**config.mk**
```make
export PLATFORM = sky130hd
export DESIGN_NAME = vga_word_scheduler_flat
export DESIGN_NICKNAME = d
export VERILOG_FILES = /design/src/rtl/vga_word_scheduler_if.sv /design/src/rtl/vga_word_scheduler.sv /design/src/flat_wrapper.sv
export SDC_FILE = /design/constraint.sdc
export NUM_CORES = 1
export LEC_CHECK = 0
export CAP_MARGIN = 10
export CORE_UTILIZATION = 50
export DETAILED_ROUTE_END_ITERATION = 8
export PLACE_DENSITY = 0.75
export SLEW_MARGIN = 20
export SYNTH_ARGS = -nofsm -noshare
export SYNTH_HDL_FRONTEND = slang
export SYNTH_SLANG_ARGS = --single-unit
```
**constraint.sdc**
```tcl
create_clock -name i_clk -period 11.5 [get_ports i_clk]
set_clock_uncertainty 0.15 [all_clocks]
set_input_delay 1.725 -clock i_clk [delete_from_list [all_inputs] [get_ports i_clk]]
set_output_delay 1.725 -clock i_clk [all_outputs]
set_load 0.03 [all_outputs]
```
**src/rtl/vga_word_scheduler_if.sv**
```systemverilog
// rtl/vga_word_scheduler_if.sv - pattern push handshake between classifier and word scheduler
//
// Signals:
//   i_pat_valid  classifier -> scheduler, push request
//   i_pat        classifier -> scheduler, pattern number to append
//   o_pat_ready  scheduler -> classifier, push accepted when valid && ready
// Modports: master (classifier side), slave (scheduler side).
interface vga_word_scheduler_if #(
    parameter int PAT_W = 8
);
    logic             i_pat_valid;
    logic [PAT_W-1:0] i_pat;
    logic             o_pat_ready;

    modport master (
        output i_pat_valid,
        output i_pat,
        input  o_pat_ready
    );

    modport slave (
        input  i_pat_valid,
        input  i_pat,
        output o_pat_ready
    );
endinterface

```
**src/rtl/vga_word_scheduler.sv**
```systemverilog
// rtl/vga_word_scheduler.sv - frame-synchronous word list builder for the VGA display path
//
// Edits (push / backspace / clear) land in a shadow list; the shadow is copied to
// the committed, display-facing list only on i_frame_start while an edit is pending,
// so the picture never tears. Leaving idle issues a one-cycle display start pulse.
//
// Optional build macro: VGA_SCHED_SCROLL_EN - when the shadow is full, pushes are
// still accepted and scroll the list (oldest word dropped, new word appended).
//
// Ports:
//   i_clk          pixel clock
//   i_rst_n        synchronous active-low reset
//   i_enable       level; run the scheduler while high
//   pat_if         slave side of the pattern push handshake
//   i_clear        pulse; empty the shadow list
//   i_backspace    pulse; drop the last shadow word
//   i_frame_start  pulse at frame boundary; commit point
//   o_disp_start   one-cycle start pulse to the display
//   o_word_cnt     committed word count
//   o_pattern_num  committed patterns, entry k at [PAT_W*k +: PAT_W], unused entries 0
//   o_dirty        shadow differs from committed
//   o_full         shadow count == MAX_WORDS
module vga_word_scheduler #(
    parameter int MAX_WORDS = 31,
    parameter int PAT_W     = 8,
    parameter int CNT_W     = 5
) (
    input  logic                  i_clk,
    input  logic                  i_rst_n,
    input  logic                  i_enable,
    vga_word_scheduler_if.slave   pat_if,
    input  logic                  i_clear,
    input  logic                  i_backspace,
    input  logic                  i_frame_start,
    output logic                  o_disp_start,
    output logic [CNT_W-1:0]      o_word_cnt,
    output logic [PAT_W*32-1:0]   o_pattern_num,
    output logic                  o_dirty,
    output logic                  o_full
);

    typedef enum logic [1:0] {
        S_IDLE = 2'd0,
        S_ARM  = 2'd1,
        S_RUN  = 2'd2
    } state_t;

    state_t state, state_nxt;

    logic [PAT_W-1:0] sh  [MAX_WORDS];
    logic [PAT_W-1:0] com [MAX_WORDS];
    logic [CNT_W-1:0] sh_cnt;
    logic [CNT_W-1:0] com_cnt;
    logic             dirty;

    logic in_run;
    logic full;
    logic do_clear;
    logic do_bs;
    logic do_push;
    logic do_commit;

    // State register
    always_ff @(posedge i_clk) begin
        if (!i_rst_n) begin
            state <= S_IDLE;
        end else begin
            state <= state_nxt;
        end
    end

    // Next-state logic
    always_comb begin
        state_nxt = state;
        case (state)
            S_IDLE:  if (i_enable) state_nxt = S_ARM;
            S_ARM:   state_nxt = S_RUN;
            S_RUN:   if (!i_enable) state_nxt = S_IDLE;
            default: state_nxt = S_IDLE;
        endcase
    end

    assign in_run = (state == S_RUN);
    assign full   = (sh_cnt == CNT_W'(MAX_WORDS));

    // Output logic
    always_comb begin
        o_disp_start = (state == S_ARM);
`ifdef VGA_SCHED_SCROLL_EN
        pat_if.o_pat_ready = in_run;
`else
        pat_if.o_pat_ready = in_run && !full;
`endif
    end

    // One edit per cycle: clear beats backspace beats push. A push that loses
    // arbitration still handshakes if ready was high, and is simply dropped.
    assign do_clear  = in_run && i_clear;
    assign do_bs     = in_run && !i_clear && i_backspace && (sh_cnt != '0);
    assign do_push   = in_run && !i_clear && !i_backspace
                       && pat_if.i_pat_valid && pat_if.o_pat_ready;
    assign do_commit = in_run && i_frame_start && dirty;

`ifdef VGA_SCHED_SCROLL_EN
    // Scroll source: entry i takes entry i+1; the top entry takes the new pattern.
    logic [PAT_W-1:0] sh_up [MAX_WORDS];
    for (genvar g = 0; g < MAX_WORDS; g++) begin : g_scroll
        if (g < MAX_WORDS - 1) begin : g_mid
            assign sh_up[g] = sh[g+1];
        end else begin : g_top
            assign sh_up[g] = pat_if.i_pat;
        end
    end
`endif

    always_ff @(posedge i_clk) begin
        if (!i_rst_n) begin
            sh_cnt  <= '0;
            com_cnt <= '0;
            dirty   <= 1'b0;
            for (int i = 0; i < MAX_WORDS; i++) begin
                sh[i]  <= '0;
                com[i] <= '0;
            end
        end else begin
            // Commit samples the shadow before any same-cycle edit is applied.
            if (do_commit) begin
                com_cnt <= sh_cnt;
                for (int i = 0; i < MAX_WORDS; i++) begin
                    com[i] <= sh[i];
                end
            end

            if (do_clear) begin
                sh_cnt <= '0;
            end else if (do_bs) begin
                sh_cnt <= sh_cnt - 1'b1;
            end else if (do_push && !full) begin
                sh_cnt <= sh_cnt + 1'b1;
            end

            for (int i = 0; i < MAX_WORDS; i++) begin
                if (do_clear) begin
                    sh[i] <= '0;
                end else if (do_bs && (CNT_W'(i) == sh_cnt - 1'b1)) begin
                    sh[i] <= '0;
                end else if (do_push) begin
`ifdef VGA_SCHED_SCROLL_EN
                    if (full) begin
                        sh[i] <= sh_up[i];
                    end else if (CNT_W'(i) == sh_cnt) begin
                        sh[i] <= pat_if.i_pat;
                    end
`else
                    if (CNT_W'(i) == sh_cnt) begin
                        sh[i] <= pat_if.i_pat;
                    end
`endif
                end
            end

            // A same-cycle edit keeps dirty set so it commits on the next frame.
            if (do_clear || do_bs || do_push) begin
                dirty <= 1'b1;
            end else if (do_commit) begin
                dirty <= 1'b0;
            end
        end
    end

    for (genvar k = 0; k < 32; k++) begin : g_out
        if (k < MAX_WORDS) begin : g_used
            assign o_pattern_num[PAT_W*k +: PAT_W] = com[k];
        end else begin : g_unused
            assign o_pattern_num[PAT_W*k +: PAT_W] = '0;
        end
    end

    assign o_word_cnt = com_cnt;
    assign o_dirty    = dirty;
    assign o_full     = full;

endmodule

```
**src/flat_wrapper.sv**
```systemverilog
// flat-port wrapper written by rule: the top's interface ports become plain ports
module vga_word_scheduler_flat 
#(
    parameter int MAX_WORDS = 31,
    parameter int PAT_W     = 8,
    parameter int CNT_W     = 5
)
  (i_clk, i_rst_n, i_enable, i_clear, i_backspace, i_frame_start, o_disp_start, o_word_cnt, o_pattern_num, o_dirty, o_full, pat_if_i_pat_valid, pat_if_i_pat, pat_if_o_pat_ready);
  vga_word_scheduler_if #(.PAT_W(PAT_W)) pat_if_i ();
  input  logic i_clk;
  input  logic i_rst_n;
  input  logic i_enable;
  input  logic i_clear;
  input  logic i_backspace;
  input  logic i_frame_start;
  output logic o_disp_start;
  output logic [CNT_W-1:0] o_word_cnt;
  output logic [PAT_W*32-1:0] o_pattern_num;
  output logic o_dirty;
  output logic o_full;
  input wire logic [$bits(pat_if_i.i_pat_valid)-1:0] pat_if_i_pat_valid;
  input wire logic [$bits(pat_if_i.i_pat)-1:0] pat_if_i_pat;
  output wire logic [$bits(pat_if_i.o_pat_ready)-1:0] pat_if_o_pat_ready;
  assign pat_if_i.i_pat_valid = pat_if_i_pat_valid;
  assign pat_if_i.i_pat = pat_if_i_pat;
  assign pat_if_o_pat_ready = pat_if_i.o_pat_ready;
  vga_word_scheduler #(.MAX_WORDS(MAX_WORDS), .PAT_W(PAT_W), .CNT_W(CNT_W)) u_core (.i_clk(i_clk), .i_rst_n(i_rst_n), .i_enable(i_enable), .pat_if(pat_if_i), .i_clear(i_clear), .i_backspace(i_backspace), .i_frame_start(i_frame_start), .o_disp_start(o_disp_start), .o_word_cnt(o_word_cnt), .o_pattern_num(o_pattern_num), .o_dirty(o_dirty), .o_full(o_full));
endmodule
```
# Word level (Yosys, flattened, before mapping)
# Memories as Yosys holds them, arrays and structs flattened.
# Index checks and enable logic that the tools add are counted.
# word_totals
elab_cells,701
n_memories,2
input_bits,15
ram_bits,496
reg_bits,13
# memory_table
name,depth,word_bits,read_ports,rd_clocked_by_memory_dff,write_ports,line,source
u_core.com,31,8,31,0,31,vga_word_scheduler.sv:51,logic [PAT_W-1:0] com [MAX_WORDS];
u_core.sh,31,8,31,0,31,vga_word_scheduler.sv:50,logic [PAT_W-1:0] sh [MAX_WORDS];
# op_classes
n_bitwise,125
add_sub_neg,2
eq_ne,65
n_mux,448
reduce_logical,55
# ops
op,n
8-bit 2-to-1 mux,124
1-bit 2-to-1 mux,319
5-bit equality test (first input constant),30
1-bit OR,124
4-bit by 5-bit equality test with 1-bit output (first input constant),16
1-bit logical AND,42
3-bit by 5-bit equality test with 1-bit output (first input constant),8
2-bit by 5-bit equality test with 1-bit output (first input constant),4
1-bit by 5-bit equality test with 1-bit output (first input constant),2
5-bit zero test,2
5-bit 2-to-1 mux,2
2-bit one-hot mux with 3 select lines,1
5-bit by 1-bit adder with 5-bit output (second input constant),1
5-bit equality test (second input constant),1
5-bit nonzero test,1
5-bit by 1-bit subtractor with 5-bit output (second input constant),1
2-bit 2-to-1 mux,2
2-bit != test (second input constant),2
2-bit nonzero test,2
1-bit zero test,3
2-bit by 1-bit equality test with 1-bit output (second input constant),1
2-bit equality test (second input constant),1
2-bit zero test,1
1-bit logical OR,2
other kinds (3),3

# Logic depth before layout (Yosys ltp)
# depth
word_depth,11
mapped_depth,12

# Worst setup path before layout
# OpenSTA, ideal clock, no wires.
# synth_path
path_type,input to register
start,input i_rst_n
end,memory u_core.com[0][0] (enable)
slack_ps,4001
setup_ps,599
required_time_ps,10751
cell_stages,3
t_arrival_ps,6750
path_cell_list,inv_1 -> a31oi_1 -> inv_1
# synth_lines
element,line,source
from (decl),flat_wrapper.sv:11,input logic i_rst_n;
to (decl),vga_word_scheduler.sv:51,

==> impl_metrics.toml <==
[run_status]
status = "finished, final reports clean"

[clocking]
clk_pin_slew_ns = 0.06
ctsResizeCount = 0
cts_buffers = 49
clockBufferDepth = 3
hold_buffers = 0
cts_setup_buffers = 0
cts_sinks = 509
tritoncts = "yes"
clk_latency_ns = 0.56
cts-htree-levels = 2
root_buffer = "clkbuf_16"

[floorplanning]
io_pins = 280
rows = 72
die_height_um = 200
coreArea_mm2 = 0.0387
start_util_pct = 50.8
die_x_um = 200
die_area_mm2 = 0.0402

[worst_setup_path]
path_max_fanout = 164
rr_worst_depth = 9
startpoint_type = "input pin"
r2r_setup_slack_ns = 7.15
critPathRequiredTime_ns = 11.50
critPathArrivalTime_ns = 5.40
critPathKind = "input pin to flop"
r2r-start = "u_core.sh_cnt[0]"
r2r-end = "u_core.sh[3][1]"
endpoint_kind = "flop"

[timing]
hold_viol = 0
timing.fmax_mhz = 185
slew_headroom_pct = 28.2
finalCritPeriodShare_pct = 47.0
setup_viol = 0
min_period_ns = 5.40
tightest_slew_ns = 1.08
slew_violations = 0
rsz0062_at_grt = "no"
final.setup.tns_ns = 0

[route]
final_antenna_net_count = 0
drt_iter0_drc = 1044
dr.pass1.iters = 5
via_count = 11013
vias_per_cell = 5.29
post-route-drc-count = 0
wl_um = 43600
wire_per_inst_um = 20.9

[power]
power_mw = 3.88
p_int_mw = 3.02
p_leak_nw = 8.74
swShare_pct = 22.0
power_frac_seq_pct = 55.2
power_density_mw_per_mm2 = 160
clkPwrFrac_pct = 38.1
peakVddDrop_mv = 0.111
p_comb_share_pct = 6.7
switchingPower_mw = 0.855

[global_route]
grt_antenna_before_repair = 1
grt_pass1_wl_um = 65400
grt_overflow = 0
grt_usage_pct = 21.7
grt_pass1_vias = 10705
grt_max_degree = 165

[worst_hold_path]
hold_path_class = "flop to flop"
holdPathEnd = "u_core.o_word_cnt[2]"
holdPathStages = 1
hp-start = "u_core.o_word_cnt[2]"

[finish]
seqCellArea_mm2 = 0.0152
area_growth_pct = 23.4
drive_gt1_share_pct = 6.71
finalNonFillerCells = 2082
postLayoutCellArea_mm2 = 0.0243
fill_cells = 2794
multi_input_area_mm2 = 0.00420
num_antenna_cells = 0
final_nets = 1552

[logic_synthesis]
ys_ff_latch = 509
post_synth.cell_area_avg_um2 = 15.5
yosys_warnings = 0
synth_area_leader_cell = "edfxtp_1"
synth_common_cells = "edfxtp_1 (496), and2_1 (384), nor2_1 (108), clkbuf_1 (55), nand2_1 (31)"
synthCells = 1271
synth_edf_count = 496
async_flop_share_pct = 0
synth_flop_cell = "edfxtp_1"
synth_area_mm2 = 0.0197
yosysMostFrequentCell = "edfxtp_1"
synthTopCellsByArea = "edfxtp_1 (76%), and2_1 (12%), nor2_1 (2.1%), dfxtp_1 (1.3%), clkbuf_1 (1.0%)"
synth_top_area_share_pct = 75.6
synthDistinctLibCells = 44
seq_area_frac_synth_pct = 76.9

[placed_design]
dpl.cell_count = 1997
placed_cell_area_mm2 = 0.0228
gp_congestion = 0.775
port-buffer-count = 271
dp_hpwl_um = 28400

[job]
cap_violations = 0
[kinds of logic (layout without fill, tap and decap cells)]
kind of cell	after synthesis	count (layout)	share of synthesized area, %
AND/OR/NAND/NOR	605	605	18.2
flip-flops	509	509	76.9
buffers and inverters	92	378	2.07
AO/OA/AOI/OAI	52	52	2.06
adder cells (fa/ha/maj)	7	7	0.445
XOR/XNOR	3	3	0.133
multiplexers	2	2	0.102
other	1	8	0.0190
[worst max path at each step]
| stage | from | cells after the start | end |
|---|---|---|---|
| floorplan | i_rst_n | 3 | u_core.com[0][0] |
| detailed placement | i_rst_n | 6 | u_core.com[0][39] |
| global route | i_rst_n | 6 | u_core.com[0][45] |
| finish | i_rst_n | 6 | u_core.com[0][42] |
| CTS | u_core.sh_cnt[2] | 6 | pat_if_o_pat_ready |
| global placement | i_rst_n | 6 | u_core.com[0][45] |
[final cells by class]
type                    count  area share [%]
clock buffers              62            5.24
flip-flops and latches    509            62.3
multi-input cells         677            17.3
repair buffers            285            11.6
inverters                   8           0.180
well taps                 518            2.67
clock inverters            23           0.726
[power by group through the flow]
stage               registers (mW)  clock network [mW]  logic [mW]
detailed placement            2.18                   0       0.259
CTS                           2.14                1.49       0.260
global placement              2.18                   0       0.255
floorplan                     2.25                   0      0.0685
finish                        2.14                1.48       0.259
global route                  2.15                1.57       0.270
[sequential cells by signal, indices dropped and copies added (netlist names)]
| name | cells |
|---|---|
| u_core.o_dirty | 1 |
| u_core.o_word_cnt | 5 |
| u_core.sh | 248 |
| u_core.com | 248 |
| u_core.sh_cnt | 5 |
| u_core.state | 2 |
[stage by stage]
step	util (%)	setup slack, ns	hold slack [ns]
3_3_place_gp	58.9	6.27	0.322
5_1_grt	62.8	5.81	0.350
6_report	62.8	6.10	0.337
4_1_cts	62.7	6.49	0.329
2_1_floorplan	-	4.00	0.289
3_5_place_dp	59.0	6.08	0.318
[layer usage]
metal	vias up	track usage [%]	part of all wire [%]
li1	4993	-	-
met1	5452	30.7	43
met2	499	34.5	47
met3	69	3.88	7.0
met4	0	7.12	2.7
met5	-	0	0
[layout by cell type, fill, tap and decap left out, drive strengths merged, types with 19 or more instances in the layout]
cell type,netlist,final
nand3,21,21
clkbuf,55,62
clkinv,2,19
nor3,19,19
and2,384,384
edfxtp,496,496
nor2,108,108
clkdlybuf4s50,0,270
nand2,31,31
and3,19,19
[critical path, stage by stage]
cell and delay (ns):
buf_2 0.07, buf_4 0.60, inv_1 0.33, a31oi_1 0.80, clkinv_8 0.73, buf_4 0.75
Power figures use the tool's default switching activity.
==> RTL change (config.mk and constraints unchanged) <==
`CNT_W` is set to 5 in 2 places; all go to 10.
--- a/src/rtl/vga_word_scheduler.sv
+++ b/src/rtl/vga_word_scheduler.sv
@@ -24,5 +24,5 @@
     parameter int MAX_WORDS = 31,
     parameter int PAT_W     = 8,
-    parameter int CNT_W     = 5
+    parameter int CNT_W     = 10
 ) (
     input  logic                  i_clk,
--- a/src/flat_wrapper.sv
+++ b/src/flat_wrapper.sv
@@ -4,5 +4,5 @@
     parameter int MAX_WORDS = 31,
     parameter int PAT_W     = 8,
-    parameter int CNT_W     = 5
+    parameter int CNT_W     = 10
 )
   (i_clk, i_rst_n, i_enable, i_clear, i_backspace, i_frame_start, o_disp_start, o_word_cnt, o_pattern_num, o_dirty, o_full, pat_if_i_pat_valid, pat_if_i_pat, pat_if_o_pat_ready);
Ports: changed (resized o_word_cnt); port bits go from 280 to 285. The function was not compared with the original's and may differ.
==> RTL change against the unedited design <==
Wire length is 6.0% higher; design area is 4.6% higher; setup slack better by 110 ps; area after synthesis is 4.7% higher; synthesized cell count is 8.8% higher; maximum frequency is 2.2% higher; total power is 5.2% higher; first-iteration DRC count is 9.9% lower; sequential cell count is 10 higher; die area is 4.6% higher; highest routed layer unchanged; critical path depth is 1 lower.
==> RTL change: results (changes against the unedited design) <==
gr ovfl total=0 (unchanged); Via density=5.26 (was 5.29); run status=finished, final reports clean (unchanged); largest net degree at the start of global routing=154 (was 165); hold wc startpoint=u_core.o_word_cnt[4] (was u_core.o_word_cnt[2]); final worst-path setup slack=6210 ps (was 6100 ps); R2R cell count=7 (was 9); multi-input gates=769 (was 677); Multi-input gate area=4830 um2 (was 4200 um2); fin util=62.4% (was 62.8%); Layout clock area frac=6.25% (was 5.97%); largest cells by area after synthesis=edfxtp_1 (72%), and2_1 (15%), dfxtp_1 (2.2%) (was edfxtp_1 (76%), and2_1 (12%), nor2_1 (2.1%)); leakage=9.36 nW (was 8.74 nW); nets@finish=1,668 (was 1,552); Logic inverters=8 (unchanged); GPL Wtd Cong=0.883 (was 0.775); wire per inst=20.8 um (was 20.9 um); Place WS=5680 ps (was 6080 ps); top cells by count, synth=and2_1 (499), edfxtp_1 (496), clkbuf_1 (63) (was edfxtp_1 (496), and2_1 (384), nor2_1 (108)); hold_ws=336 ps (was 337 ps); CP arrival=3410 ps (was 5400 ps); crit-path leading delay family=buffers and inverters (unchanged); most frequent cell after synthesis=and2_1 (was edfxtp_1); Port Buffer Count=276 (was 271); Critical Path Max Stage Delay=680 ps (was 800 ps); layout cells sized above 1=6.83% (was 6.71%); antenna violations before repair=0 (was 1); Avg Inst Size Synth=14.9 um2 (was 15.5 um2); First DRT Iteration DRCs=941 (was 1,044); seq_cells=519 (was 509); Hold Path Depth=1 (unchanged); WHS Endpoint=u_core.o_word_cnt[4] (was u_core.o_word_cnt[2]); Clock Sink Count=519 (was 509); internal reg-to-reg setup slack=7800 ps (was 7150 ps); Data buffer area share=11.6% (about the same); CTS buffer count=51 (was 49); GRT Util Overall=21.9% (was 21.7%); CP Capture Point=o_full (was u_core.com[0][42]); peak supply drop=0.000103 V (was 0.000111 V); library cells used by synthesis=61 (was 44); Layout clock buffers=64 (was 62); PwrDens=160 nW/um2 (about the same); worst skew pair latency=580 ps (was 560 ps); filler cell count=2,983 (was 2,794); dpl hpwl=29,200 um (was 28,400 um); vias=11,700 (was 11,000); CP Max Fanout=15 (was 164); Area Overhead vs Synth=23.3% (was 23.4%); register area share after synthesis=74.5% (was 76.9%); crit path max-delay cell type=clkdlybuf4s50_1 (was a31oi_1); worst r2r dst=u_core.sh[11][7] (was u_core.sh[3][1]); Signal buffers=299 (was 285); vias in the first global route=11,100 (was 10,700); worst min path class=reg2reg (unchanged); first-pass GRT wire length=67,700 um (was 65,400 um); Placed Area=23,800 um2 (was 22,800 um2); sequential share of cell area=60.4% (was 62.3%); CP Class=reg2out (was in2reg); Slew @ Worst Pin=1040 ps (was 1080 ps); placed cell count=2,126 (was 1,997)
[RTL change: logic make-up (layout without fill, tap and decap cells)]
group	after synthesis	after routing	share of synthesized area, %
AND/OR/NAND/NOR	635	635	18.7
other	1	8	0.0182
XOR/XNOR	11	11	0.467
multiplexers	2	2	0.0971
adder cells (fa/ha/maj)	5	5	0.303
AO/OA/AOI/OAI	108	108	3.65
buffers and inverters	102	396	2.32
flip-flops	519	519	74.5
[RTL change: power by group]
group / internal (mW) / switching [mW]
combinational: 0.0965 / 0.201
sequential: 2.15 / 0.0311
clock: 0.927 / 0.676
[RTL change: metal layers]
layer  vias up  routed length [um]  part of all wire (%)  global-route usage (%)
met2       446               23000                    50                    36.8
met1      5718               19100                    41                    29.3
met3        84                3030                   6.6                    4.04
met5         -                   0                     0                       0
li1       5402                   -                     -                       -
met4         0                1100                   2.4                    6.11
